$ cat src/rtl/freq_uart_reporter.sv
// freq_uart_reporter: sends a latched 9-digit BCD value as ASCII digits plus CR LF over a UART 8N1 line
module freq_uart_reporter #(
    parameter int CLK_HZ   = 40_000_000,
    parameter int BAUD     = 115_200,
    parameter int BLANK_LZ = 1
) (
    input  logic        clk,
    input  logic        res,
    input  logic [35:0] bcd_in,
    input  logic        upd,
    output logic        tx,
    output logic        busy,
    output logic        ovr
);
    localparam int DIV = CLK_HZ / BAUD;
    localparam int CW  = DIV > 1 ? $clog2(DIV) : 1;

    typedef enum logic [1:0] {IDLE, START, DATA, STOP} state_t;

    state_t        state, state_nxt;
    logic [CW-1:0] baud_cnt;
    logic [3:0]    chr_idx, first_idx, lead, dsel, dig;
    logic [2:0]    bit_idx;
    logic [35:0]   snap;
    logic [7:0]    chr;
    logic          bit_end, last;

    always_comb begin
        lead = 4'd0;
        for (int i = 1; i < 9; i++)
            if (bcd_in[4*i +: 4] != 4'd0) lead = 4'(i);
    end

    // chr_idx counts characters sent: digits first_idx down to 0, then CR, then LF
    assign dsel    = first_idx - chr_idx;
    assign last    = chr_idx == first_idx + 4'd2;
    assign bit_end = baud_cnt == CW'(DIV - 1);

    always_comb begin
        dig = 4'd0;
        for (int i = 0; i < 9; i++)
            if (dsel == 4'(i)) dig = snap[4*i +: 4];
    end

    assign chr = chr_idx == first_idx + 4'd1 ? 8'h0D :
                 last                        ? 8'h0A :
                 dig > 4'd9                  ? 8'h3F : {4'h3, dig};

    always_ff @(posedge clk)
        if (res) state <= IDLE;
        else     state <= state_nxt;

    always_comb begin
        state_nxt = state;
        case (state)
            IDLE:    state_nxt = upd ? START : IDLE;
            START:   state_nxt = bit_end ? DATA : START;
            DATA:    state_nxt = bit_end && bit_idx == 3'd7 ? STOP : DATA;
            STOP:    state_nxt = !bit_end ? STOP : last ? IDLE : START;
            default: state_nxt = IDLE;
        endcase
    end

    always_comb begin
        tx   = state == START ? 1'b0 : state == DATA ? chr[bit_idx] : 1'b1;
        busy = state != IDLE;
    end

    always_ff @(posedge clk) begin
        if (res) begin
            baud_cnt  <= '0;
            chr_idx   <= '0;
            bit_idx   <= '0;
            first_idx <= '0;
            snap      <= '0;
            ovr       <= 1'b0;
        end else begin
            ovr      <= upd && state != IDLE;
            baud_cnt <= state == IDLE || bit_end ? '0 : baud_cnt + 1'b1;
            if (state == IDLE && upd) begin
                snap      <= bcd_in;
                first_idx <= BLANK_LZ != 0 ? lead : 4'd8;
                chr_idx   <= '0;
                bit_idx   <= '0;
            end
            if (state == DATA && bit_end && bit_idx != 3'd7) bit_idx <= bit_idx + 1'b1;
            if (state == STOP) bit_idx <= '0;
            if (state == STOP && bit_end && !last) chr_idx <= chr_idx + 1'b1;
        end
    end
endmodule
$ cat config.mk
export PLATFORM = sky130hd
export DESIGN_NAME = freq_uart_reporter
export DESIGN_NICKNAME = d
export VERILOG_FILES = /design/src/rtl/freq_uart_reporter.sv
export SDC_FILE = /design/constraint.sdc
export NUM_CORES = 1
export LEC_CHECK = 0
export CAP_MARGIN = 10
export CORE_ASPECT_RATIO = 0.8
export CORE_MARGIN = 2
export CORE_UTILIZATION = 45
export DETAILED_ROUTE_END_ITERATION = 6
export PLACE_DENSITY_LB_ADDON = 0.2
export SLEW_MARGIN = 5
export SYNTH_ARGS = -nofsm -noshare
export SYNTH_HDL_FRONTEND = slang
export SYNTH_SLANG_ARGS = --single-unit
$ cat constraint.sdc
create_clock -name clk -period 3.15 [get_ports clk]
set_input_delay 0.7875 -clock clk [delete_from_list [all_inputs] [get_ports clk]]
set_output_delay 0.7875 -clock clk [all_outputs]
set_load 0.02 [all_outputs]
==> results of run 1 <==
==> state kept, by name, indices dropped and copies added (netlist names) <==
signal     cells
snap          36
ovr            1
bit_idx        3
chr_idx        4
first_idx      4
baud_cnt       9
state          2
==> Yosys cell counts, types with 3 or more instances <==
cell type / count
nor4b_1: 4
nor2_1: 31
o21ai_0: 4
mux2_2: 3
and3_1: 4
clkbuf_1: 22
xnor2_1: 5
a31oi_1: 6
a21oi_1: 48
nand2_1: 89
nor2b_1: 4
nand2b_1: 5
nor4_1: 7
mux2i_1: 4
dfxtp_1: 59
nor3_1: 9
inv_1: 12
or4_1: 3
xor2_1: 12
ha_1: 10
a211oi_1: 3
nand3_1: 16
nand3b_1: 3
nand4_1: 6
==> placed cells by master (no fill, tap or decap), types with 4 or more instances in the layout <==
cell / instances
a31oi_1: 4
and3_1: 4
xnor2_1: 4
clkdlybuf4s50_1: 40
nor3_1: 6
nor2b_1: 4
inv_1: 11
dfxtp_1: 57
nor4_1: 7
nor2_1: 30
nand3_1: 16
nand4_1: 6
ha_1: 8
xor2_1: 11
buf_4: 34
a21oi_1: 47
nand2b_1: 5
buf_6: 4
clkbuf_8: 11
nand2_1: 88
==> final timing paths <==
kind,startpoint,end,slack (ns),cells after the start
setup / recovery,first_idx[0],tx,-0.55,13
hold / removal,snap[29],snap[29],0.45,2
setup reg to reg,first_idx[1],chr_idx[3],0.50,9
hold reg to reg,snap[29],snap[29],0.45,2
==> kinds of logic (layout without fill, tap and decap cells) <==
family                   after synthesis  count (layout)  share of synthesized area (%)
flip-flops                            59              59                           37.5
AO/OA/AOI/OAI                         86              86                           17.2
buffers and inverters                 38             107                           4.81
XOR/XNOR                              18              18                           5.48
AND/OR/NAND/NOR                      190             190                           28.1
adder cells (fa/ha/maj)               11              11                           4.61
multiplexers                           7               7                           2.34
==> metal layers <==
layer | up-vias | track usage [%] | wire length [µm]
li1 | 1557 | - | -
met3 | 7 | 7.22 | 447
met5 | - | 0 | 0
met4 | 0 | 5.14 | 85
met2 | 75 | 36.3 | 3750
met1 | 1437 | 33.4 | 4430
==> layout make-up <==
| class | instances | share of cell area (%) |
|---|---|---|
| tap | 87 | 2.56 |
| sequential | 59 | 27.9 |
| inverter | 12 | 1.06 |
| clock buffer | 11 | 3.56 |
| multi-input combinational | 312 | 46.3 |
| clock inverter | 4 | 1.18 |
| timing repair buffer | 80 | 17.4 |
==> power groups by stage <==
stage	registers (mW)	clock network, mW	logic (mW)
final	0.804	0.706	0.228
after global routing	0.806	0.752	0.252
after CTS	0.802	0.714	0.222
after detailed placement	0.818	0	0.212
after global placement	0.818	0	0.210
after floorplan	0.808	0	0.115
==> repair_timing <==
item | 4_1_cts | 5_1_grt
cloned | 0 | 0
hold buffers | 0 | 0
resized for setup | 25 | 14
pin swaps | 9 | 10
buffers inserted | 3 | 0
setup endpoints to repair | 1 | 1
==> stage by stage <==
step	instance area, µm²	setup WS, ns	power, mW	cells	setup TNS, ns
global placement	3860	-0.615	1.03	547	-0.615
global route	4250	-0.704	1.81	565	-0.704
floorplan	3190	0.0131	0.922	409	0
finish	4250	-0.547	1.74	565	-0.547
CTS	4190	-0.544	1.74	565	-0.544
detailed placement	3860	-0.726	1.03	547	-0.726
==> worst reg2reg max path, cell delays in order (launching register included) <==
cell	delay, ns
dfxtp_1	0.37
buf_4	0.14
ha_1	0.17
xor3_1	0.21
or4_1	0.62
buf_4	0.20
nand4_1	0.24
mux2_2	0.38
a21oi_1	0.14
nor2_1	0.04
==> impl_metrics.py, run 1 <==
metrics = {
    "status": {
        "status": "complete, but fails checks",
        "violations": "negative setup slack",
    },
    "timing": {
        "rsz0062_at_grt": "true",
        "layout_min_cycle_time_ns": 3.70,
        "fin_ws_ns": -0.547,
        "timing.fmax_mhz": 270,
        "worst_slew_pin_slew_ns": 0.541,
        "hold_viol_final": 0,
        "drv_slew": 0,
        "holdWs_ns": 0.454,
        "clock_skew_ns": 0.0106,
        "fin_crit_sh_pct": 117,
        "setup-violations-final": 1,
        "slew-limit-headroom_pct": 63.5,
    },
    "final_layout": {
        "fillers": 609,
        "finish.utilization_pct": 62.3,
        "fin_nets": 524,
        "syn_to_final_growth_pct": 35.0,
        "drive_gt1_share_pct": 19.0,
        "num_antenna_cells": 0,
        "seq_area_um2": 1180,
        "multiInputGateArea_um2": 1970,
    },
    "worst_setup_path": {
        "critical_path_class": "flip-flop to output port",
        "arrival_ns": 2.91,
        "cpMaxStageDelayCell": "fa_2",
        "cp_top_family": "compound AO/OA/AOI/OAI gates",
        "cp_cell_sequence": "inv_2 > ha_4 > fa_2 > buf_6 > nand2b_1 > buf_4 > nor2_4 > o221ai_2 > a211oi_2 > nor3_2 > a211oi_2 > o21ai_2 > buf_6",
        "worst-path-max-fanout": 5,
        "required_ns": 2.36,
        "crit_buf_inv": 4,
        "cp_slowest_stage_delay_ns": 0.55,
        "startpoint_type": "flip-flop",
        "endpoint_kind": "output port",
    },
    "routing": {
        "vias": 3076,
        "drt_iter0_markers": 164,
        "antenna_left": 0,
        "wl_per_cell_um": 15.4,
        "routed_via_density": 5.44,
        "drt_wl_total_um": 8710,
        "drc": 0,
        "first_pass_iters": 4,
    },
    "cts": {
        "clk_latency_ns": 0.34,
        "clock-sinks": 59,
        "cts_root_buf": "clkbuf_8",
        "clockBufferDepth": 2,
        "cts_buffers": 9,
        "h-tree-depth": 3,
        "clk_pin_slew_worst_paths_ns": 0.07,
        "cts_tree": "yes",
    },
    "floorplanning": {
        "core_um2": 6820,
        "initial_core_util_pct": 46.1,
        "dieWidth_um": 97.5,
        "die_h_um": 78.8,
        "core.rowCount": 27,
        "dieArea_um2": 7680,
        "io-pin-count": 42,
    },
    "yosys": {
        "synth-edff-count": 0,
        "yosysWarnings": 0,
        "seq_area_frac_synth_pct": 37.5,
        "synthCells": 409,
        "syn-num-nets": 459,
        "synth.avg_cell_area_um2": 7.70,
        "ys.flop_type": "dfxtp_1",
        "yosys.area.top_type": "dfxtp_1",
        "synthArstFlopShare_pct": 0,
        "synthTopCellsByArea": "dfxtp_1, nand2_1, a21oi_1",
        "ys_ff_latch": 59,
        "netlist.area_leader.share_pct": 37.5,
        "synth_cell_type_count": 54,
        "synth_area_um2": 3150,
    },
    "grt": {
        "antenna_found_initial": 0,
        "grt_first_pass_wirelength_um": 14500,
        "grt_pass1_vias": 2932,
        "track_usage_pct": 23.8,
        "grt_max_degree": 49,
        "overflow": 0,
    },
    "pwr": {
        "p_seq_share_pct": 46.2,
        "intPower_mw": 1.29,
        "p_switching_uw": 444,
        "power.density_nw_per_um2": 409,
        "vdd_ir_drop_max_v": 0.000280,
        "clock_power_share_pct": 40.6,
        "p_leak_nw": 1.64,
        "combPwrFrac_pct": 13.1,
        "switching_share_pct": 25.6,
    },
    "run": {
        "max_cap_violations": 0,
    },
    "placed_design": {
        "place_congestion": 0.873,
        "io_buffers": 41,
        "place_hpwl_um": 6050,
    },
    "min_path": {
        "hold_path.class": "flip-flop to flip-flop",
    },
}
Power figures use the tool's default switching activity.
==> run 2: changes to the inputs <==
--- a/config.mk
+++ b/config.mk
@@ -9,9 +9,11 @@
 export CORE_ASPECT_RATIO = 0.8
 export CORE_MARGIN = 2
 export CORE_UTILIZATION = 45
+export CTS_CLUSTER_SIZE = 24
 export DETAILED_ROUTE_END_ITERATION = 6
+export MAX_ROUTING_LAYER = met4
 export PLACE_DENSITY_LB_ADDON = 0.2
-export SLEW_MARGIN = 5
+export SLEW_MARGIN = 20
 export SYNTH_ARGS = -nofsm -noshare
 export SYNTH_HDL_FRONTEND = slang
 export SYNTH_SLANG_ARGS = --single-unit
==> run 2 against run 1 <==
Compared with the run above: the flow still finishes with violations (negative setup slack); clock skew shrank 0.0014 ns; die area is the same; clock-buffer cell count is the same; maximum frequency shrank 1.5%; non-clock buffer count shrank 1; combinational power shrank 5%; sequential share of layout area grew 0.73 points; final cell count shrank 0.18%; clock power shrank 0.6%; first-iteration DRC count grew 22%; via count grew 1.7%; critical endpoint unchanged; largest power group unchanged.
==> impl_metrics.py, run 2 (synthesis gave the netlist of run 1 again) <==
metrics = {
    "cts": {
        "cts_tree": "yes",
        "clk_latency_ns": 0.34,
        "hold_buffers": 0,
        "clk_pin_slew_worst_paths_ns": 0.07,
        "cts_root_buf": "clkbuf_8",
        "cts_buffers": 9,
        "clockBufferDepth": 2,
        "clock-sinks": 59,
        "h-tree-depth": 3,
    },
    "placed_design": {
        "place_hpwl_um": 6100,
        "dp_cells": 547,
        "place_congestion": 0.884,
        "io_buffers": 41,
    },
    "timing": {
        "drv_slew": 0,
        "clock_skew_ns": 0.00922,
        "hold_viol_final": 0,
        "slew-limit-headroom_pct": 53.7,
        "layout_min_cycle_time_ns": 3.75,
        "rsz0062_at_grt": "true",
        "timing.fmax_mhz": 266,
        "setup-violations-final": 1,
        "fin_ws_ns": -0.605,
        "fin_crit_sh_pct": 119,
        "worst_slew_pin_slew_ns": 0.685,
        "fin_tns_setup_ns": -0.605,
    },
    "status": {
        "violations": "negative setup slack",
        "status": "complete, but fails checks",
    },
    "final_layout": {
        "finalNonFillerCells": 564,
        "layout_common_cells": "nand2_1, dfxtp_1, a21oi_1, clkdlybuf4s50_1, buf_4",
        "fillers": 626,
        "syn_to_final_growth_pct": 31.4,
        "final_common_cell": "nand2_1",
        "fin_nets": 523,
        "largest_register_ffs": 36,
        "layout_top_registers": "snap x36, baud_cnt x9",
        "finish.utilization_pct": 60.6,
        "largest-register": "snap",
        "num_antenna_cells": 0,
        "drive_gt1_share_pct": 15.5,
    },
    "pwr": {
        "p_leak_nw": 1.63,
        "power.density_nw_per_um2": 416,
        "vdd_ir_drop_max_v": 0.000205,
        "fin_total_pwr_mw": 1.72,
    },
    "worst_setup_path": {
        "critical_path_class": "flip-flop to output port",
        "endpoint_kind": "output port",
        "worst-path-max-fanout": 4,
        "arrival_ns": 2.97,
        "regToRegSetupSlack_ns": 0.49,
        "required_ns": 2.36,
        "startpoint_type": "flip-flop",
    },
    "floorplanning": {
        "initial_core_util_pct": 46.1,
        "core_um2": 6820,
        "io-pin-count": 42,
        "die_h_um": 78.8,
        "dieWidth_um": 97.5,
        "dieArea_um2": 7680,
        "core.rowCount": 27,
    },
    "routing": {
        "first_pass_iters": 5,
        "drt_iter0_markers": 200,
        "drc": 0,
        "drt_wl_total_um": 8340,
        "routed_via_density": 5.55,
        "antenna_left": 0,
        "vias": 3128,
        "wl_per_cell_um": 14.8,
    },
    "grt": {
        "grt_pass1_vias": 2804,
        "grt_max_degree": 49,
        "grt_first_pass_wirelength_um": 13700,
        "antenna_found_initial": 0,
        "overflow": 0,
        "track_usage_pct": 23.2,
    },
    "min_path": {
        "hold_path.class": "flip-flop to flip-flop",
    },
    "run": {
        "max_cap_violations": 0,
    },
}
run 2: cell types whose count changed in the layout (fill, tap and decap cells not counted), sizes merged:
cell / before / now
buf: 40 / 39
run 2: final timing paths:
kind              cells after the start         end         start
setup / recovery                     12          tx  first_idx[0]
hold / removal                        2    snap[11]      snap[11]
setup reg to reg                      9  chr_idx[3]  first_idx[1]
hold reg to reg                       2    snap[11]      snap[11]
run 2: final cells by class:
cell class	instances	area [µm²]	area share (%)
clock inverter	4	50.0	1.21
sequential	59	1180	28.6
timing repair buffer	79	726	17.5
inverter	12	45.0	1.09
tap	87	109	2.63
clock buffer	11	151	3.66
multi-input combinational	312	1870	45.3
run 2: where the power goes:
part	leakage, nW	switching [mW]	internal [mW]
clock	0.0974	0.300	0.402
sequential	0.482	0.0248	0.777
combinational	1.05	0.108	0.110
total	1.63	0.433	1.29
run 2: timing repair:
action	in CTS	in global routing
pin swaps	5	3
endpoints found under the setup margin	1	1
setup buffers	2	0
gates resized for setup	15	2
run 2: metrics by stage:
step	hold slack [ns]	instance area (µm²)	worst slack [ns]
final	0.460	4140	-0.605
after global routing	0.472	4140	-0.752
after CTS	0.459	4120	-0.629
after detailed placement	0.449	3860	-0.675
after global placement	0.445	3860	-0.632
after floorplan	0.432	3190	0.0131
run 2: per-layer routing:
layer,vias to the layer above,part of all wire [%],track usage (%)
met5,-,0,-
met1,1475,52,33.4
met4,0,0.68,5.42
met3,6,5.9,5.99
met2,91,42,32.8
li1,1556,-,-
run 2: worst max-delay path, stage by stage (launching register included):
cell	delay, ns
dfxtp_2	0.33
inv_2	0.04
ha_4	0.15
fa_2	0.60
buf_12	0.12
mux2i_1	0.18
o221a_2	0.21
o22ai_1	0.10
a31oi_2	0.25
a211oi_2	0.12
a221oi_2	0.28
o21ai_2	0.10
buf_6	0.14
==> run 3: changes to the inputs <==
--- a/config.mk
+++ b/config.mk
@@ -11,8 +11,8 @@
 export CORE_UTILIZATION = 45
 export CTS_CLUSTER_SIZE = 24
 export DETAILED_ROUTE_END_ITERATION = 6
-export MAX_ROUTING_LAYER = met4
-export PLACE_DENSITY_LB_ADDON = 0.2
+export PLACE_DENSITY = 0.7
+export SKIP_CTS_REPAIR_TIMING = 1
 export SLEW_MARGIN = 20
 export SYNTH_ARGS = -nofsm -noshare
 export SYNTH_HDL_FRONTEND = slang
==> run 3 against run 2 <==
Compared with the run above: worst setup slack worse by 0.047 ns; clock power is 14% lower; final cell count is 0.35% higher; highest routed layer unchanged; the run still ends with negative setup slack left; power is 5.7% lower; final area is 1.3% lower; largest cell class unchanged; clock-buffer cell count is 1 lower; global-route usage is 1.2 points lower.
==> impl_metrics.py, run 3 (synthesis gave the netlist of run 1 again) <==
metrics = {
    "timing": {
        "fin_crit_sh_pct": 121,
        "fin_ws_ns": -0.651,
        "hold_viol_final": 0,
        "rsz0062_at_grt": "true",
        "layout_min_cycle_time_ns": 3.80,
        "slew-limit-headroom_pct": 51.4,
        "clock_skew_ns": 0.00498,
        "worst_slew_pin_slew_ns": 0.729,
        "setup-violations-final": 1,
        "fin_tns_setup_ns": -0.651,
        "timing.fmax_mhz": 263,
        "drv_slew": 0,
    },
    "cts": {
        "cts_root_buf": "clkbuf_8",
        "clk_latency_ns": 0.35,
        "clock-sinks": 59,
        "cts_buffers": 9,
        "cts_tree": "yes",
        "clockBufferDepth": 2,
        "clk_pin_slew_worst_paths_ns": 0.07,
        "h-tree-depth": 3,
    },
    "pwr": {
        "clock_power_share_pct": 37.4,
        "p_switching_uw": 453,
        "combPwrFrac_pct": 13.2,
        "power.density_nw_per_um2": 398,
        "vdd_ir_drop_max_v": 0.000226,
        "p_seq_share_pct": 49.4,
        "switching_share_pct": 27.9,
        "intPower_mw": 1.17,
        "fin_total_pwr_mw": 1.62,
        "p_leak_nw": 1.60,
    },
    "final_layout": {
        "layout_top_registers": "snap x36, baud_cnt x9",
        "final_common_cell": "nand2_1",
        "layout_common_cells": "nand2_1, dfxtp_1, a21oi_1, clkdlybuf4s50_1, buf_4",
        "num_antenna_cells": 0,
        "largest_register_ffs": 36,
        "drive_gt1_share_pct": 15.2,
        "fin_nets": 524,
        "largest-register": "snap",
        "syn_to_final_growth_pct": 29.7,
    },
    "floorplanning": {
        "dieWidth_um": 97.5,
        "initial_core_util_pct": 46.1,
        "core.rowCount": 27,
        "io-pin-count": 42,
        "dieArea_um2": 7680,
        "core_um2": 6820,
        "die_h_um": 78.8,
    },
    "placed_design": {
        "io_buffers": 41,
        "place_hpwl_um": 6100,
        "place_congestion": 0.898,
    },
    "grt": {
        "grt.met3_usage_pct": 5.63,
        "busiest_layer": "met2",
        "grt_pass1_vias": 2758,
        "overflow": 0,
        "grt_first_pass_wirelength_um": 13300,
        "use_met1_pct": 31.9,
        "track_usage_pct": 22.0,
        "grt_use_met2_pct": 32.6,
        "grt_max_degree": 49,
        "antenna_found_initial": 0,
    },
    "routing": {
        "drc": 0,
        "wl_per_cell_um": 14.7,
        "routed_via_density": 5.44,
        "drt_iter0_markers": 210,
        "first_pass_iters": 5,
        "vias": 3080,
        "antenna_left": 0,
        "drt_wl_total_um": 8340,
    },
    "worst_setup_path": {
        "required_ns": 2.36,
        "startpoint_type": "flip-flop",
        "endpoint_kind": "output port",
        "worst-path-max-fanout": 7,
        "arrival_ns": 3.01,
        "critical_path_class": "flip-flop to output port",
    },
    "status": {
        "violations": "negative setup slack",
        "status": "complete, but fails checks",
    },
    "run": {
        "max_cap_violations": 0,
    },
    "min_path": {
        "hold_path.class": "flip-flop to flip-flop",
    },
}
==> run 3: changes by cell type in the layout (fill, tap and decap cells not counted) <==
cell,delta
buf_4,+2
clkinv_2,+1
xor2_2,-1
o311ai_2,-1
clkbuf_8,-2
bufinv_16,-1
clkinvlp_4,+1
xor2_1,+1
o311ai_1,+1
clkbuf_1,+1
buf_12,-1
inv_6,+1
==> run 3: layout make-up <==
type                            count  area, µm²
Timing Repair Buffer               80        721
Fill cell                         628       2740
Inverter                           12       45.0
Clock inverter                      6       41.3
Tap cell                           87        109
Clock buffer                       10        128
Sequential cell                    59       1180
Multi-Input combinational cell    312       1860
==> run 3: final timing paths <==
check	depth (start not counted)	from	slack [ns]	endpoint
worst max-delay path	12	first_idx[0]	-0.65	tx
worst min-delay path	2	snap[35]	0.46	snap[35]
worst max register to register	9	first_idx[1]	0.52	chr_idx[3]
worst min register to register	2	snap[35]	0.46	snap[35]
==> run 3: layer usage <==
layer  share of wire, %  wire (µm)  up-vias
met5                  0          0        -
met4               0.96         80        0
met3                5.8        485        8
met2                 42       3490       75
met1                 51       4280     1432
li1                   -          -     1565
==> run 3: power by group through the flow <==
stage / Clock (mW) / Sequential (mW) / Combinational [mW]
after floorplan: 0 / 0.808 / 0.115
after global placement: 0 / 0.817 / 0.208
after detailed placement: 0 / 0.818 / 0.210
after CTS: 0.616 / 0.802 / 0.211
after global routing: 0.649 / 0.806 / 0.240
final: 0.607 / 0.803 / 0.214
==> run 3: through the flow <==
stage / utilization [%] / setup WS (ns) / cells / hold WS (ns) / area (µm²)
final: 59.8 / -0.651 / 566 / 0.462 / 4080
after CTS: 58.9 / -1.09 / 561 / 0.464 / 4020
after floorplan: - / 0.0131 / 409 / 0.432 / 3190
after detailed placement: 56.4 / -0.714 / 545 / 0.452 / 3850
after global routing: 59.8 / -0.810 / 566 / 0.492 / 4080
after global placement: 56.4 / -0.641 / 545 / 0.446 / 3850
==> run 3: critical path, stage by stage, from the launching register on <==
cell and delay (ns):
dfxtp_2 0.33, inv_2 0.04, ha_4 0.15, fa_2 0.64
buf_4 0.18, buf_4 0.14, mux2i_1 0.20, a32oi_1 0.13
a211oi_2 0.25, nor3_1 0.08, a211oi_1 0.29, o21ai_2 0.09
buf_6 0.14
